<file path="src/rtl/seg7_pkg.sv">
// Shared definitions for the eight-digit seven-segment scan driver.
// Digit count, FSM encoding, segment table and helpers.
package seg7_pkg;

  localparam int NUM_DIGITS = 8;
  localparam logic [7:0] ALL_OFF = 8'hFF;

  typedef enum logic {
    ST_BLANK = 1'b0,
    ST_SHOW  = 1'b1
  } state_e;

  // Active-low segments g..a, indexed by nibble value (entry 15 leftmost).
  localparam logic [15:0][6:0] HEX_SEG = {
    7'h0E, 7'h06, 7'h21, 7'h46,
    7'h03, 7'h08, 7'h10, 7'h00,
    7'h78, 7'h02, 7'h12, 7'h19,
    7'h30, 7'h24, 7'h79, 7'h40
  };

  // Index of the most significant nonzero nibble, 0 when all are zero.
  function automatic logic [2:0] top_nz_digit(input logic [31:0] d);
    logic [2:0] r;
    r = 3'd0;
    for (int k = 1; k < NUM_DIGITS; k++) begin
      if (d[4*k +: 4] != 4'h0) r = 3'(k);
    end
    return r;
  endfunction

endpackage

</file>
<file path="src/rtl/seg7_scan_driver_if.sv">
// CPU-side write port of the seven-segment scan driver.
// Master drives a display word plus decimal-point mask.
interface seg7_scan_driver_if;
  logic        wr_en;
  logic [31:0] wr_data;
  logic [7:0]  dp_mask;

  modport master (
    output wr_en,
    output wr_data,
    output dp_mask
  );

  modport slave (
    input wr_en,
    input wr_data,
    input dp_mask
  );
endinterface

</file>
<file path="src/rtl/hex_to_seg7.sv">
// Combinational 4-bit to 7-segment decoder, active-low.
// Bit 0 = segment a ... bit 6 = segment g.
module hex_to_seg7
  import seg7_pkg::*;
(
  input  logic [3:0] nib,
  output logic [6:0] seg
);

  // Table lookup of the segment pattern.
  always_comb seg = HEX_SEG[nib];

endmodule

</file>
<file path="src/rtl/seg7_scan_driver.sv">
// Eight-digit multiplexed hex display with blanking and tear-free updates.
// Define SEG7_BLANK_LEADING_EN to suppress leading-zero digits.
module seg7_scan_driver
  import seg7_pkg::*;
#(
  parameter int SCAN_DIV     = 100000,
  parameter int BLANK_CYCLES = 200
) (
  input  logic               clk,
  input  logic               rst,
  seg7_scan_driver_if.slave  bus,
  output logic [7:0]         seg_an,
  output logic [7:0]         seg_cat,
  output logic               frame_sync
);

  localparam logic [31:0] BLANK_LAST = 32'(BLANK_CYCLES - 1);
  localparam logic [31:0] SHOW_LAST  = 32'(SCAN_DIV - 1);

  state_e      state_q, state_d;
  logic [2:0]  idx_q, idx_d;
  logic [31:0] cnt_q, cnt_d;
  logic        boundary;

  logic        wr_q, wr_prev_q;
  logic [31:0] data_q;
  logic [7:0]  dpm_q;
  logic        wr_rise;

  logic [31:0] shadow_data_q, shadow_data_d;
  logic [7:0]  shadow_dp_q, shadow_dp_d;
  logic        pending_q, pending_d;
  logic [31:0] disp_data_q, disp_data_d;
  logic [7:0]  disp_dp_q, disp_dp_d;

  logic [7:0]  an_q, an_d;
  logic [7:0]  cat_q, cat_d;
  logic        sync_q, sync_d;

  logic [3:0]  nib;
  logic [6:0]  seg;
  logic        lit;

  assign wr_rise = wr_q & ~wr_prev_q;
  assign nib     = disp_data_q[{idx_d, 2'b00} +: 4];

  hex_to_seg7 u_dec (
    .nib (nib),
    .seg (seg)
  );

  // Slot sequencer: blank interval, then lit interval, then next digit.
  always_comb begin
    state_d  = state_q;
    idx_d    = idx_q;
    cnt_d    = cnt_q + 32'd1;
    boundary = 1'b0;
    unique case (state_q)
      ST_BLANK: begin
        if (cnt_q == BLANK_LAST) begin
          state_d = ST_SHOW;
          cnt_d   = 32'd0;
        end
      end
      ST_SHOW: begin
        if (cnt_q == SHOW_LAST) begin
          state_d  = ST_BLANK;
          cnt_d    = 32'd0;
          idx_d    = idx_q + 3'd1;
          boundary = (idx_q == 3'(NUM_DIGITS - 1));
        end
      end
      default: begin
        state_d = ST_BLANK;
        cnt_d   = 32'd0;
      end
    endcase
  end

  // Write capture into shadow; display reloads only at frame boundary.
  always_comb begin
    shadow_data_d = shadow_data_q;
    shadow_dp_d   = shadow_dp_q;
    pending_d     = pending_q;
    disp_data_d   = disp_data_q;
    disp_dp_d     = disp_dp_q;
    sync_d        = 1'b0;
    if (boundary && pending_q) begin
      disp_data_d = shadow_data_q;
      disp_dp_d   = shadow_dp_q;
      pending_d   = 1'b0;
      sync_d      = 1'b1;
    end
    if (wr_rise) begin
      shadow_data_d = data_q;
      shadow_dp_d   = dpm_q;
      pending_d     = 1'b1;
    end
  end

  // Output pattern for the upcoming cycle, registered below.
  always_comb begin
    lit = (state_d == ST_SHOW);
`ifdef SEG7_BLANK_LEADING_EN
    lit = lit && ((idx_d == 3'd0) ||
                  (idx_d <= top_nz_digit(disp_data_q)) ||
                  disp_dp_q[idx_d]);
`endif
    an_d  = ALL_OFF;
    cat_d = ALL_OFF;
    if (lit) begin
      an_d  = ~(8'd1 << idx_d);
      cat_d = {~disp_dp_q[idx_d], seg};
    end
  end

  // State, capture and output registers.
  always_ff @(posedge clk or posedge rst) begin
    if (rst) begin
      state_q       <= ST_BLANK;
      idx_q         <= 3'd0;
      cnt_q         <= 32'd0;
      wr_q          <= 1'b0;
      wr_prev_q     <= 1'b0;
      data_q        <= 32'd0;
      dpm_q         <= 8'd0;
      shadow_data_q <= 32'd0;
      shadow_dp_q   <= 8'd0;
      pending_q     <= 1'b0;
      disp_data_q   <= 32'd0;
      disp_dp_q     <= 8'd0;
      an_q          <= ALL_OFF;
      cat_q         <= ALL_OFF;
      sync_q        <= 1'b0;
    end else begin
      state_q       <= state_d;
      idx_q         <= idx_d;
      cnt_q         <= cnt_d;
      wr_q          <= bus.wr_en;
      wr_prev_q     <= wr_q;
      data_q        <= bus.wr_data;
      dpm_q         <= bus.dp_mask;
      shadow_data_q <= shadow_data_d;
      shadow_dp_q   <= shadow_dp_d;
      pending_q     <= pending_d;
      disp_data_q   <= disp_data_d;
      disp_dp_q     <= disp_dp_d;
      an_q          <= an_d;
      cat_q         <= cat_d;
      sync_q        <= sync_d;
    end
  end

  assign seg_an     = an_q;
  assign seg_cat    = cat_q;
  assign frame_sync = sync_q;

endmodule

</file>
<file path="src/flat_wrapper.sv">
// flat-port wrapper written by rule: the top's interface ports become plain ports
module seg7_scan_driver_flat import seg7_pkg::*;
#(
  parameter int SCAN_DIV     = 100000,
  parameter int BLANK_CYCLES = 200
)
  (clk, rst, seg_an, seg_cat, frame_sync, bus_wr_en, bus_wr_data, bus_dp_mask);
  seg7_scan_driver_if bus_i ();
  input  logic clk;
  input  logic rst;
  output logic [7:0] seg_an;
  output logic [7:0] seg_cat;
  output logic frame_sync;
  input wire logic [$bits(bus_i.wr_en)-1:0] bus_wr_en;
  input wire logic [$bits(bus_i.wr_data)-1:0] bus_wr_data;
  input wire logic [$bits(bus_i.dp_mask)-1:0] bus_dp_mask;
  assign bus_i.wr_en = bus_wr_en;
  assign bus_i.wr_data = bus_wr_data;
  assign bus_i.dp_mask = bus_dp_mask;
  seg7_scan_driver #(.SCAN_DIV(SCAN_DIV), .BLANK_CYCLES(BLANK_CYCLES)) u_core (.clk(clk), .rst(rst), .bus(bus_i), .seg_an(seg_an), .seg_cat(seg_cat), .frame_sync(frame_sync));
endmodule
</file>
<file path="config.mk">
export PLATFORM = sky130hd
export DESIGN_NAME = seg7_scan_driver_flat
export DESIGN_NICKNAME = d
export VERILOG_FILES = /design/src/rtl/seg7_pkg.sv /design/src/rtl/seg7_scan_driver_if.sv /design/src/rtl/hex_to_seg7.sv /design/src/rtl/seg7_scan_driver.sv /design/src/flat_wrapper.sv
export SDC_FILE = /design/constraint.sdc
export NUM_CORES = 1
export LEC_CHECK = 0
export CAP_MARGIN = 15
export CELL_PAD_IN_SITES_DETAIL_PLACEMENT = 2
export CELL_PAD_IN_SITES_GLOBAL_PLACEMENT = 2
export CORE_MARGIN = 8
export CORE_UTILIZATION = 42
export CTS_BUF_LIST = sky130_fd_sc_hd__clkbuf_2
export DETAILED_ROUTE_END_ITERATION = 16
export GPL_TIMING_DRIVEN = 0
export PLACE_DENSITY_LB_ADDON = 0.3
export SLEW_MARGIN = 20
export SYNTH_ARGS = -nofsm -noshare
export SYNTH_HDL_FRONTEND = slang
export SYNTH_SLANG_ARGS = --single-unit
</file>
<file path="constraint.sdc">
create_clock -name clk -period 7.14 [get_ports clk]
set_input_delay 1.428 -clock clk [delete_from_list [all_inputs] [get_ports clk]]
set_output_delay 1.428 -clock clk [all_outputs]
set_load 0.05 [all_outputs]
</file>
After elaboration in Yosys (flattened, before gate mapping)
Memory sizes are Yosys's and may differ from the RTL's.
Cells that the tools add are included.
W data, S select, Z words.
Cells by class
  add/subtract/negate cells: 2
  order comparisons: 2
  equality and inequality tests: 3
  shifts and indexed selects: 2
  muxes and demuxes: 18
  bitwise gates (word level): 5
  reduce and logical (&&, ||, !) cells: 2
Operator list (number)
  $mux W32: 2
  $pmux W32 S2: 1
  $add A32 B1 Y32 const B: 1
  $eq A32 B17 Y1 const B: 1
  $eq A32 B8 Y1 const B: 1
  $shiftx A32 B6 Y4: 1
  $mux W8: 2
  $mux W1: 8
  $not A8 Y8: 1
  $shl A1 B3 Y8 const A: 1
  $mux W7: 1
  $mux W3: 2
  $lt A4 B5 Y1 const B: 1
  $lt A3 B4 Y1 const B: 1
  $add A3 B1 Y3 const B: 1
  $bmux W1 S3: 1
  $eq A3 B3 Y1 const B: 1
  $not A1 Y1: 3
  $pmux W1 S2: 1
  $reduce_bool A2 Y1: 1
  $and A1 B1 Y1: 1
  $logic_and A1 B1 Y1: 1
Word-level totals
  register bits: 176
  memory bits (read-only): 112
  bits of input ports: 43
  output and inout bits: 17
  logic and storage cells: 50
  memories kept: 1
Memory list
  (no name shown): depth 16, bits a word 7, read ports 1, clocked after memory_dff 0, write ports 0, line hex_to_seg7.sv:11  | always_comb seg = HEX_SEG[nib];

Depth between registers and ports, before layout
Gate-level depths: netlist of the first run.
  depth after elaboration: 7
  depth in mapped cells: 16
  mapped depth without buffers: 14

Cells and area by module
A second synthesis of the first run with hierarchy kept.
Second synthesis, totals
  cell total of the unflattened synthesis: 568
  area total of the unflattened synthesis: 7487.2 um2
Modules (own cells, without submodules)
  seg7_scan_driver: times used 1, cells each 533, area each 7215.7 um2
  hex_to_seg7: times used 1, cells each 35, area each 271.5 um2

Least setup slack after synthesis of the first run
Ideal clock, no wire load.
  path type: register to register
  from: register u_core.cnt_q[11]
  to: register u_core.cat_q[3] (netlist: u_core.seg_cat[3])
  arrival: 3505 ps
  data required time: 7046 ps
  path slack: 3541 ps
  stages on the path, launching flop included: 13
  path buffers: 1
  cells stage by stage: dfrtp_1 > or4_1 > or4_4 > nor3b_2 > buf_6 > mux2_4 > o221a_2 > a31oi_1 > inv_1 > ha_1 > mux2_1 > mux2i_1 > nand2_1
Between the ends
  word-level cells in the longest chain between the ends: 7
  elaborated cells between the ends (all ways): 11
  those cells by class: eq/ne (2); shift (1); mux (7); memory (1)
RTL lines
  start: declaration: line seg7_scan_driver.sv:22  | logic [31:0] cnt_q, cnt_d;
  start signal: assignment: line seg7_scan_driver.sv:138  | cnt_q <= cnt_d;
  $eq A32 B17 Y1: line seg7_scan_driver.sv:66  | if (cnt_q == SHOW_LAST) begin
  $mux W3: line seg7_scan_driver.sv:66
  $mux W3: line seg7_scan_driver.sv:58  | unique case (state_q)
  $shiftx A32 B6 Y4: line seg7_scan_driver.sv:45  | assign nib = disp_data_q[{idx_d, 2'b00} +: 4];
  $mem_v2 Z16 W7
  $mux W7 (not written as such): line hex_to_seg7.sv:11
  $mux W8 (*): line seg7_scan_driver.sv:111  | if (lit) begin
  named net u_core.cat_d[3]: line seg7_scan_driver.sv:37  | logic [7:0] cat_q, cat_d;
  end signal: assignment: line seg7_scan_driver.sv:149  | cat_q <= cat_d;
  end: declaration: line seg7_scan_driver.sv:37
Mark *: on every way through the listed nets, which the timed path passes. The rest lies on a longest branch. The select of a mux whose other input is x is not followed.
A chain may end at the register's enable or synchronous reset.

Worst setup path in the final report of the first run
Ends and elaborated chain as after synthesis.

==> reports/results.txt, run 1 <==
outcome: finished clean
grt ovf: 0
clock root cell: clkbuf_2
pre-CTS setup slack: 2756 ps
die width: 146.2 um
DRC Markers: 0
Post-Synth Simple-Gate Area: 9.281%
sequential share of power: 61.1%
mux contribution to synthesized area: 16.44%
Synth Area in Adders: 1.758%
max-cap violation count: 0
first-pass GRT wire length: 28.01 mm
Clock transition at path regs: 300 ps
antenna viol nets, final: 0
CP endpoint kind: register
DIE AREA: 21,370 um2
# clock sinks: 176
vias: 4,292
hold-fix buffers at CTS: 0
most frequent cells in the layout: dfrtp_1 (160), mux2_2 (83), clkdlybuf4s50_1 (59), nand2_1 (35), nor2_1 (30)
Hold Path Class: reg2reg
Clk network pwr share: 33.9%
Hold Vio Cnt, Final: 0
dpl hpwl: 12.33 mm
Yosys reg bits: 176
vias in the first global route: 5,123
Multi-input gate area: 2539 um2
cell count after synthesis: 521
Iteration-0 DRC Markers: 152
Static Leak: 3.752 nW
Max rail drop VDD: 0.0001413 V
1st-pass router iterations: 4
Via density: 5.146
xor/xnor share of the synthesized area: 3.691%
internal power: 0.001282 W
Initial Utilization: 42.92%
Core Box Area: 16,580 um2
area of the mapped netlist: 7118 um2
detailed-route wire length per cell: 20.38 um
die height: 146.2 um
share of layout cells above drive strength 1: 24.96%
top cell type's share of synthesized area: 56.25%
Sw Share: 26.76%
FMAX: 225.4 MHz
WHS Path Cells: 0
Final TNS setup: 0 ps
async set or reset register ratio after synthesis: 100.0%
number of synthesized flops with an enable pin: 0
Worst slew margin: 33.41%
fillers: 1,572
sequential cell area: 4424 um2
Tcrit/Tclk final: 62.13%
FP Rows: 47
Layout Nets: 653
IO buf count: 59
gr usage total: 16.61%
Net Switching: 0.0004684 W
CTS max path bufs: 2
largest family of logic cells by synthesized area: multiplexers
post-route setup slack: 2704 ps
final WL: 17.00 mm
syn nets: 574
RSZ-0062 raised after global routing: no
I/O Pins: 60
PwrDens: 210.3 nW/um2
worst-skew pair later-pin latency: 770 ps
CTS tree: built
post-synthesis compound-gate area fraction: 4.500%
WP data arrival: 5090 ps
Synth-to-Final Area Change: 16.94%
CP Max Fanout: 9
required time of the critical path: 7800 ps
Total Power: 0.001750 W
# resized after CTS: 0
worst setup path class: reg2reg
Syn Area/Cell: 13.66 um2
Synth cell types: 54
CP Launch Type: register
synth warn: 0
worst-margin pin slew: 971.1 ps
Num CTS Buffers: 17
top cell type by total area after synthesis: dfrtp_1
top cells by area, synth: dfrtp_1 (56%), mux2_2 (13%), dfstp_2 (5.9%)
R2R cell count: 12
fin crit period: 4436 ps
Final Skew: 48.82 ps
Logic pwr share: 5.0%
largest net degree at the start of global routing: 105
# setup viols final: 0
commonest non-fill, non-tap cell in the layout: dfrtp_1
post-CTS setup buffer count: 0
main flop type after synthesis: dfrtp_1
max-slew violations: 0
initial antenna violation count: 1
RD Place Congestion: 0.8121
sequential area share after synthesis: 62.16%
H-tree depth: 4
==> sequential cells by signal (all words and copies together) (netlist names) <==
signal and count:
u_core.wr_prev_q 1, u_core.dpm_q 8, u_core.seg_cat 8, u_core.seg_an 8, u_core.cnt_q 32, u_core.pending_q 1
u_core.wr_q 1, u_core.shadow_dp_q 8, u_core.disp_data_q 32, u_core.shadow_data_q 32, u_core.idx_q 3, u_core.state_q 1
u_core.data_q 32, u_core.frame_sync 1, u_core.disp_dp_q 8
==> metrics by stage <==
stage                     std cells  hold WS (ps)  utilization, %  area (um2)
final                           834         433.7           50.20        8324
after global routing            834         441.4           50.20        8324
after CTS                       833         437.9           50.18        8322
after detailed placement        801         375.4           48.36        8019
after global placement          800         353.8           48.14        7984
after floorplan                 521         346.5               -        7118
==> layout make-up <==
class | count | share of cell area [%]
clock inverter | 15 | 2.615
buffer | 20 | 1.233
multi-input combinational | 311 | 30.50
sequential | 176 | 53.15
clock buffer | 17 | 1.022
tap | 220 | 3.307
inverter | 14 | 0.7215
antenna | 1 | 0.03006
timing repair buffer | 60 | 7.425
==> worst max-delay path, stage by stage (launching register included) <==
cell and delay (ps):
dfrtp_1 490, or4_1 570, or4_4 520, nor3b_2 210, buf_6 190, mux2i_1 320
o221a_2 430, a31oi_1 530, inv_1 240, ha_1 310, mux2_1 290, mux2i_1 130
nand2_1 80
==> cell usage after synthesis, drive strengths merged (8+ instances only) <==
library cell  count
xor2             14
nand2            35
and3              9
nand3             8
ha               10
buf              13
nor2b             8
mux2i            13
inv              14
nor2             30
mux2             87
dfrtp           160
nand4             9
dfstp            16
nor3              8
xnor2            16
==> power by group through the flow <==
stage	Sequential, W	Combinational (W)	Clock [W]
after floorplan	0.00107	0.0000514	0
after global placement	0.00108	0.0000811	0
after detailed placement	0.00109	0.0000909	0
after CTS	0.00107	0.0000917	0.000620
after global routing	0.00108	0.0000979	0.000651
final	0.00107	0.0000879	0.000593
==> path summary, 6_finish.rpt <==
| kind | slack [ps] | from | end |
|---|---|---|---|
| max | 2700 | u_core.cnt_q[11] | u_core.seg_cat[3] |
| min | 430 | u_core.wr_q | u_core.wr_prev_q |
| max reg2reg | 2700 | u_core.cnt_q[11] | u_core.seg_cat[3] |
| min reg2reg | 430 | u_core.wr_q | u_core.wr_prev_q |
| max in group asynchronous | 5170 | rst | u_core.shadow_data_q[21] |
| min in group asynchronous | 1060 | rst | u_core.shadow_data_q[1] |
==> layer usage <==
layer | vias to the layer above | global-route usage (%) | part of all wire, %
met5 | - | 0 | 0
met4 | 0 | 4.019 | 0.78
met1 | 2245 | 19.37 | 42
li1 | 1969 | - | -
met3 | 13 | 4.172 | 3.4
met2 | 65 | 29.95 | 54
==> kinds of logic after synthesis <==
logic type	after synthesis
and+or+nand+nor	131
AOI/OAI and AO/OA	38
xor gates and xnor gates	30
DFF	176
buffers and inverters	34
adders and majority gates	10
muxes	102
No activity file was read; power rests on OpenSTA's default activity.
==> inputs of run 2 (changes only) <==
clock period = 4.36 ns   (was 7.14 ns; I/O delays follow)
==> run 2 against run 1 <==
  * Sequential share of layout area decreased by 0.12 points
  * Fmax up 6.9%
  * Utilization rose by 0.11 points
  * Setup slack got worse by 2500 ps
  * Wire length increased by 1.4%
  * Register-to-register slack worse by 2500 ps
  * Clock-buffer cell count unchanged
  * Critical path depth stayed put
  * Global-route usage grew 0.43 points
  * First-iteration DRC count fell by 11%
  * Via count up 3.6%
  * Critical endpoint unchanged
  * Final area increased by 0.23%
==> reports/results.txt, run 2 (synthesis gave the netlist of run 1 again) <==
outcome: finished clean
Tcrit/Tclk final: 95.20% (+33 points)
Sw Share: 26.15% (-0.61 points)
Synth-to-Final Area Change: 17.21%
CP Max Fanout: 9 (unchanged)
PwrDens: 328.7 nW/um2 (+56%)
share of layout cells above drive strength 1: 25.45% (+0.49 points)
worst setup path class: reg2reg
internal power: 0.002025 W (+58%)
Num CTS Buffers: 17 (unchanged)
R2R cell count: 12 (unchanged)
post-CTS setup buffer count: 0 (unchanged)
worst-margin pin slew: 935.6 ps (-35.53 ps)
fin crit period: 4151 ps (-285.4 ps)
antenna viol nets, final: 0 (unchanged)
Clock transition at path regs: 260 ps (-40 ps)
gr usage total: 17.05% (+0.43 points)
Hold Vio Cnt, Final: 0 (unchanged)
max-slew violations: 0 (unchanged)
commonest non-fill, non-tap cell in the layout: dfrtp_1
fillers: 1,563 (-0.57%)
Iteration-0 DRC Markers: 136 (-11%)
final std cells w/o fill: 838 (+0.48%)
CP endpoint kind: register
detailed-route wire length per cell: 20.57 um (+0.92%)
die width: 146.2 um (unchanged)
I/O Pins: 60 (unchanged)
Final Cell Area: 8343 um2 (+0.23%)
dpl hpwl: 12.57 mm (+2.0%)
die height: 146.2 um (unchanged)
sequential share of power: 63.9% (+2.8 points)
worst-skew pair later-pin latency: 770 ps (about the same)
Hold WS: 405.0 ps (-28.65 ps)
Logic pwr share: 5.5% (+0.5 points)
vias: 4,447 (+3.6%)
CTS max path bufs: 2 (unchanged)
first-pass GRT wire length: 28.56 mm (+1.9%)
top layer reached by signal wires: met4
FMAX: 240.9 MHz (+6.9%)
WP data arrival: 4820 ps (-270 ps)
Core Box Area: 16,580 um2 (unchanged)
Final Skew: 42.93 ps (-5.886 ps)
CTS tree: built
routed wl met3: 535 um (-6.1%)
# setup viols final: 0 (unchanged)
initial antenna violation count: 1 (unchanged)
Static Leak: 3.755 nW (about the same)
DRT met1 WL: 7.035 mm (-0.96%)
WHS Path Cells: 0 (unchanged)
1st-pass router iterations: 4 (unchanged)
vias in the first global route: 5,140 (+0.33%)
required time of the critical path: 5030 ps (-2770 ps)
Clk network pwr share: 30.6% (-3.3 points)
CP Launch Type: register
H-tree depth: 4 (unchanged)
Via density: 5.307 (+3.1%)
RD Place Congestion: 0.8121 (unchanged)
clock root cell: clkbuf_2
Layout Nets: 657 (+0.61%)
Initial Utilization: 42.92% (unchanged)
final WL: 17.24 mm (+1.4%)
dpl cells: 805 (+0.50%)
Worst slew margin: 37.15% (+3.7 points)
WL met2: 9.394 mm (+2.2%)
DIE AREA: 21,370 um2 (unchanged)
most frequent cells in the layout: dfrtp_1 (160), mux2_2 (83), clkdlybuf4s50_1 (59), nand2_1 (35), nor2_1 (30)
grt ovf: 0 (unchanged)
largest net degree at the start of global routing: 37 (-65%)
max-cap violation count: 0 (unchanged)
Hold Path Class: reg2reg
# clock sinks: 176 (unchanged)
Area after DPL: 8095 um2 (+0.95%)
Net Switching: 0.0007171 W (+53%)
Max rail drop VDD: 0.0001985 V (+40%)
FP Rows: 47 (unchanged)
IO buf count: 59 (unchanged)
DRC Markers: 0 (unchanged)
RSZ-0062 raised after global routing: no
run 2: repair_timing:
| item | in CTS | in global routing |
|---|---|---|
| gates resized for setup | 1 | 0 |
| hold buffers | 0 | 0 |
| setup endpoints to repair | 1 | 0 |
run 2: cell type report:
type / count / area, um2 / share of cell area, %
Buffer: 20 / 102.6 / 1.230
Tap cell: 220 / 275.3 / 3.299
Sequential cell: 176 / 4424 / 53.03
Multi-Input combinational cell: 311 / 2545 / 30.50
Antenna cell: 1 / 2.502 / 0.02999
Inverter: 14 / 56.30 / 0.6749
Timing Repair Buffer: 64 / 698.2 / 8.368
Clock inverter: 15 / 153.9 / 1.845
Clock buffer: 17 / 85.08 / 1.020
run 2: power groups by stage:
stage               clock network [W]  logic (W)  registers, W
global placement                    0   0.000133       0.00177
CTS                          0.000887   0.000158       0.00175
global route                 0.000940   0.000169       0.00176
floorplan                           0  0.0000845       0.00176
detailed placement                  0   0.000156       0.00178
finish                       0.000839   0.000152       0.00175
run 2: path summary, 6_finish.rpt:
check / from / endpoint / slack (ps)
worst max-delay path: u_core.cnt_q[13] / u_core.seg_cat[3] / 210
worst min-delay path: u_core.wr_q / u_core.wr_prev_q / 410
worst max register to register: u_core.cnt_q[13] / u_core.seg_cat[3] / 210
worst min register to register: u_core.wr_q / u_core.wr_prev_q / 410
max in group asynchronous: rst / u_core.seg_an[2] / 2800
min in group asynchronous: rst / u_core.state_q / 500
run 2: metal layers:
layer,global-route usage (%),up-vias
met5,0,-
met4,5.461,0
met3,3.585,20
met2,30.81,88
met1,19.75,2359
li1,-,1980
run 2: per-stage QoR:
step | setup WS (ps) | util, % | total power [W] | TNS [ps]
6_report | 209.1 | 50.31 | 0.002742 | 0
5_1_grt | 24.34 | 50.31 | 0.002871 | 0
4_1_cts | 176.5 | 50.29 | 0.002799 | 0
3_5_place_dp | 10.17 | 48.82 | 0.001937 | 0
3_3_place_gp | -48.98 | 48.17 | 0.001907 | -6189
2_1_floorplan | 761.5 | - | 0.001842 | 0
run 2: critical path, cell delays in order (launching register included):
cell,delay (ps)
dfrtp_1,480
or4_1,550
or4_4,520
nor3b_2,220
buf_6,200
mux2i_2,480
a21oi_1,170
a31oi_2,440
inv_1,200
ha_1,300
mux2_1,290
mux2i_1,140
nand2_1,80
==> inputs of run 3 (changes only) <==
CTS_CLUSTER_DIAMETER = 50   (was not set)
clock period = 4.1 ns   (was 4.36 ns; I/O delays follow)
==> run 3 against run 2 <==
  * Critical path depth decreased by 1
  * Fmax increased by 5.5%
  * Die area unchanged
  * Wire length increased by 0.84%
  * Setup slack got worse by 44 ps
  * Utilization increased by 0.50 points
  * First-iteration DRC count increased by 13%
  * Global-route usage increased by 0.088 points
  * Sequential power increased by 6%
  * Final area increased by 0.99%
  * Sequential cell count unchanged
  * Critical endpoint unchanged
  * Highest routed layer unchanged
==> reports/results.txt, run 3 (synthesis gave the netlist of run 1 again) <==
outcome: finished clean
Core Util, Final: 50.81% (+0.50 points)
grt ovf: 0 (unchanged)
Layout Nets: 664 (+1.1%)
Final Cell Area: 8426 um2 (+0.99%)
gr usage total: 17.13% (+0.088 points)
Max rail drop VDD: 0.0002111 V (+6.4%)
WP data arrival: 4610 ps (-210 ps)
Worst slew margin: 35.58% (-1.6 points)
first-pass GRT wire length: 28.72 mm (+0.58%)
IO buf count: 59 (unchanged)
vias in the first global route: 5,167 (+0.53%)
Initial Utilization: 42.92% (unchanged)
most frequent cells in the layout: dfrtp_1 (160), mux2_2 (83), clkdlybuf4s50_1 (59), nand2_1 (35), nor2_1 (30)
Hold Vio Cnt, Final: 0 (unchanged)
Final Skew: 41.21 ps (-1.724 ps)
DRC Markers: 0 (unchanged)
largest net degree at the start of global routing: 37 (unchanged)
die height: 146.2 um (unchanged)
dpl hpwl: 12.57 mm (unchanged)
H-tree depth: 4 (unchanged)
Core Box Area: 16,580 um2 (unchanged)
detailed-route wire length per cell: 20.57 um (about the same)
Clock transition at path regs: 260 ps (about the same)
worst-margin pin slew: 958.9 ps (+23.33 ps)
I/O Pins: 60 (unchanged)
max-slew violations: 0 (unchanged)
commonest non-fill, non-tap cell in the layout: dfrtp_1
Num CTS Buffers: 17 (unchanged)
# setup viols final: 0 (unchanged)
FP Rows: 47 (unchanged)
# clock sinks: 176 (unchanged)
final WL: 17.38 mm (+0.84%)
RSZ-0062 raised after global routing: no
clock root cell: clkbuf_2
FMAX: 254.2 MHz (+5.5%)
vias: 4,429 (-0.40%)
fin crit period: 3935 ps (-216.4 ps)
initial antenna violation count: 1 (unchanged)
CTS max path bufs: 2 (unchanged)
worst-skew pair later-pin latency: 770 ps (about the same)
CP Max Fanout: 10 (+1)
RD Place Congestion: 0.8121 (unchanged)
die width: 146.2 um (unchanged)
CTS tree: built
CP endpoint kind: register
Iteration-0 DRC Markers: 154 (+13%)
CP Launch Type: register
share of layout cells above drive strength 1: 26.76% (+1.3 points)
max-cap violation count: 0 (unchanged)
Tcrit/Tclk final: 95.96% (+0.76 points)
PwrDens: 346.3 nW/um2 (+5.3%)
Area after DPL: 8095 um2 (unchanged)
Hold Path Class: reg2reg
antenna viol nets, final: 0 (unchanged)
Static Leak: 3.807 nW (+1.4%)
Via density: 5.241 (-1.2%)
DIE AREA: 21,370 um2 (unchanged)
required time of the critical path: 4780 ps (-250 ps)
1st-pass router iterations: 4 (unchanged)
worst setup path class: reg2reg
Synth-to-Final Area Change: 18.37%
## run 3: changes by cell type in the layout (fill, tap and decap cells not counted), sizes merged
cell,previous run,this run
buf,18,25
## run 3: report_power, final
part	internal [W]	switching (W)
clock	0.000240	0.000654
sequential	0.00182	0.0000438
combinational	0.0000950	0.0000663
total	0.00215	0.000764
## run 3: worst max-delay path: stages (launching register included)
cell and delay (ps):
dfrtp_1 470, or4_1 550, or4_4 530, nor3b_4 210
buf_6 180, mux2i_1 730, o22ai_1 190, o22a_1 250
buf_2 190, mux2_1 320, mux2i_1 140, nand2_1 80
## run 3: final cells by class
| type | count | area [um2] |
|---|---|---|
| diodes | 1 | 2.502 |
| fillers | 1557 | 8158 |
| clock inverters | 15 | 153.9 |
| inverters | 14 | 56.30 |
| repair buffers | 71 | 750.7 |
| well taps | 220 | 275.3 |
| clock buffers | 17 | 85.08 |
| multi-input cells | 311 | 2575 |
| flip-flops and latches | 176 | 4424 |
| plain buffers | 20 | 102.6 |
## run 3: path summary, 6_finish.rpt
path	from	to	slack, ps	cells after the start
min in group asynchronous	rst	u_core.state_q	440	2
setup / recovery	u_core.cnt_q[13]	u_core.seg_cat[3]	170	11
hold reg to reg	u_core.wr_q	u_core.wr_prev_q	410	0
hold / removal	u_core.wr_q	u_core.wr_prev_q	410	0
max in group asynchronous	rst	u_core.seg_an[2]	2590	5
setup reg to reg	u_core.cnt_q[13]	u_core.seg_cat[3]	170	11
## run 3: what timing repair did
action / in CTS / in global routing
pin swaps: 2 / 1
endpoints found under the setup margin: 4 / 5
gates resized for setup: 3 / 4
buffers inserted: 0 / 7
hold buffers: 0 / 0
## run 3: routing by layer
| metal | routed length (um) | up-vias | GRT usage, % |
|---|---|---|---|
| li1 | - | 1990 | - |
| met1 | 7245 | 2353 | 19.81 |
| met2 | 9378 | 66 | 30.76 |
| met3 | 458 | 20 | 3.492 |
| met4 | 296 | 0 | 6.234 |
| met5 | 0 | - | 0 |
## run 3: stage by stage
| step | setup TNS, ps | total power, W | hold slack (ps) | setup WS [ps] | std cells |
|---|---|---|---|---|---|
| 5_1_grt | 0 | 0.003052 | 347.9 | 7.208 | 845 |
| 3_5_place_dp | -369.0 | 0.002059 | 356.8 | -249.8 | 805 |
| 3_3_place_gp | -39560 | 0.002028 | 353.9 | -257.0 | 800 |
| 6_report | 0 | 0.002917 | 406.7 | 165.5 | 845 |
| 4_1_cts | 0 | 0.002976 | 345.1 | 0.2496 | 837 |
| 2_1_floorplan | 0 | 0.001959 | 346.5 | 501.5 | 521 |
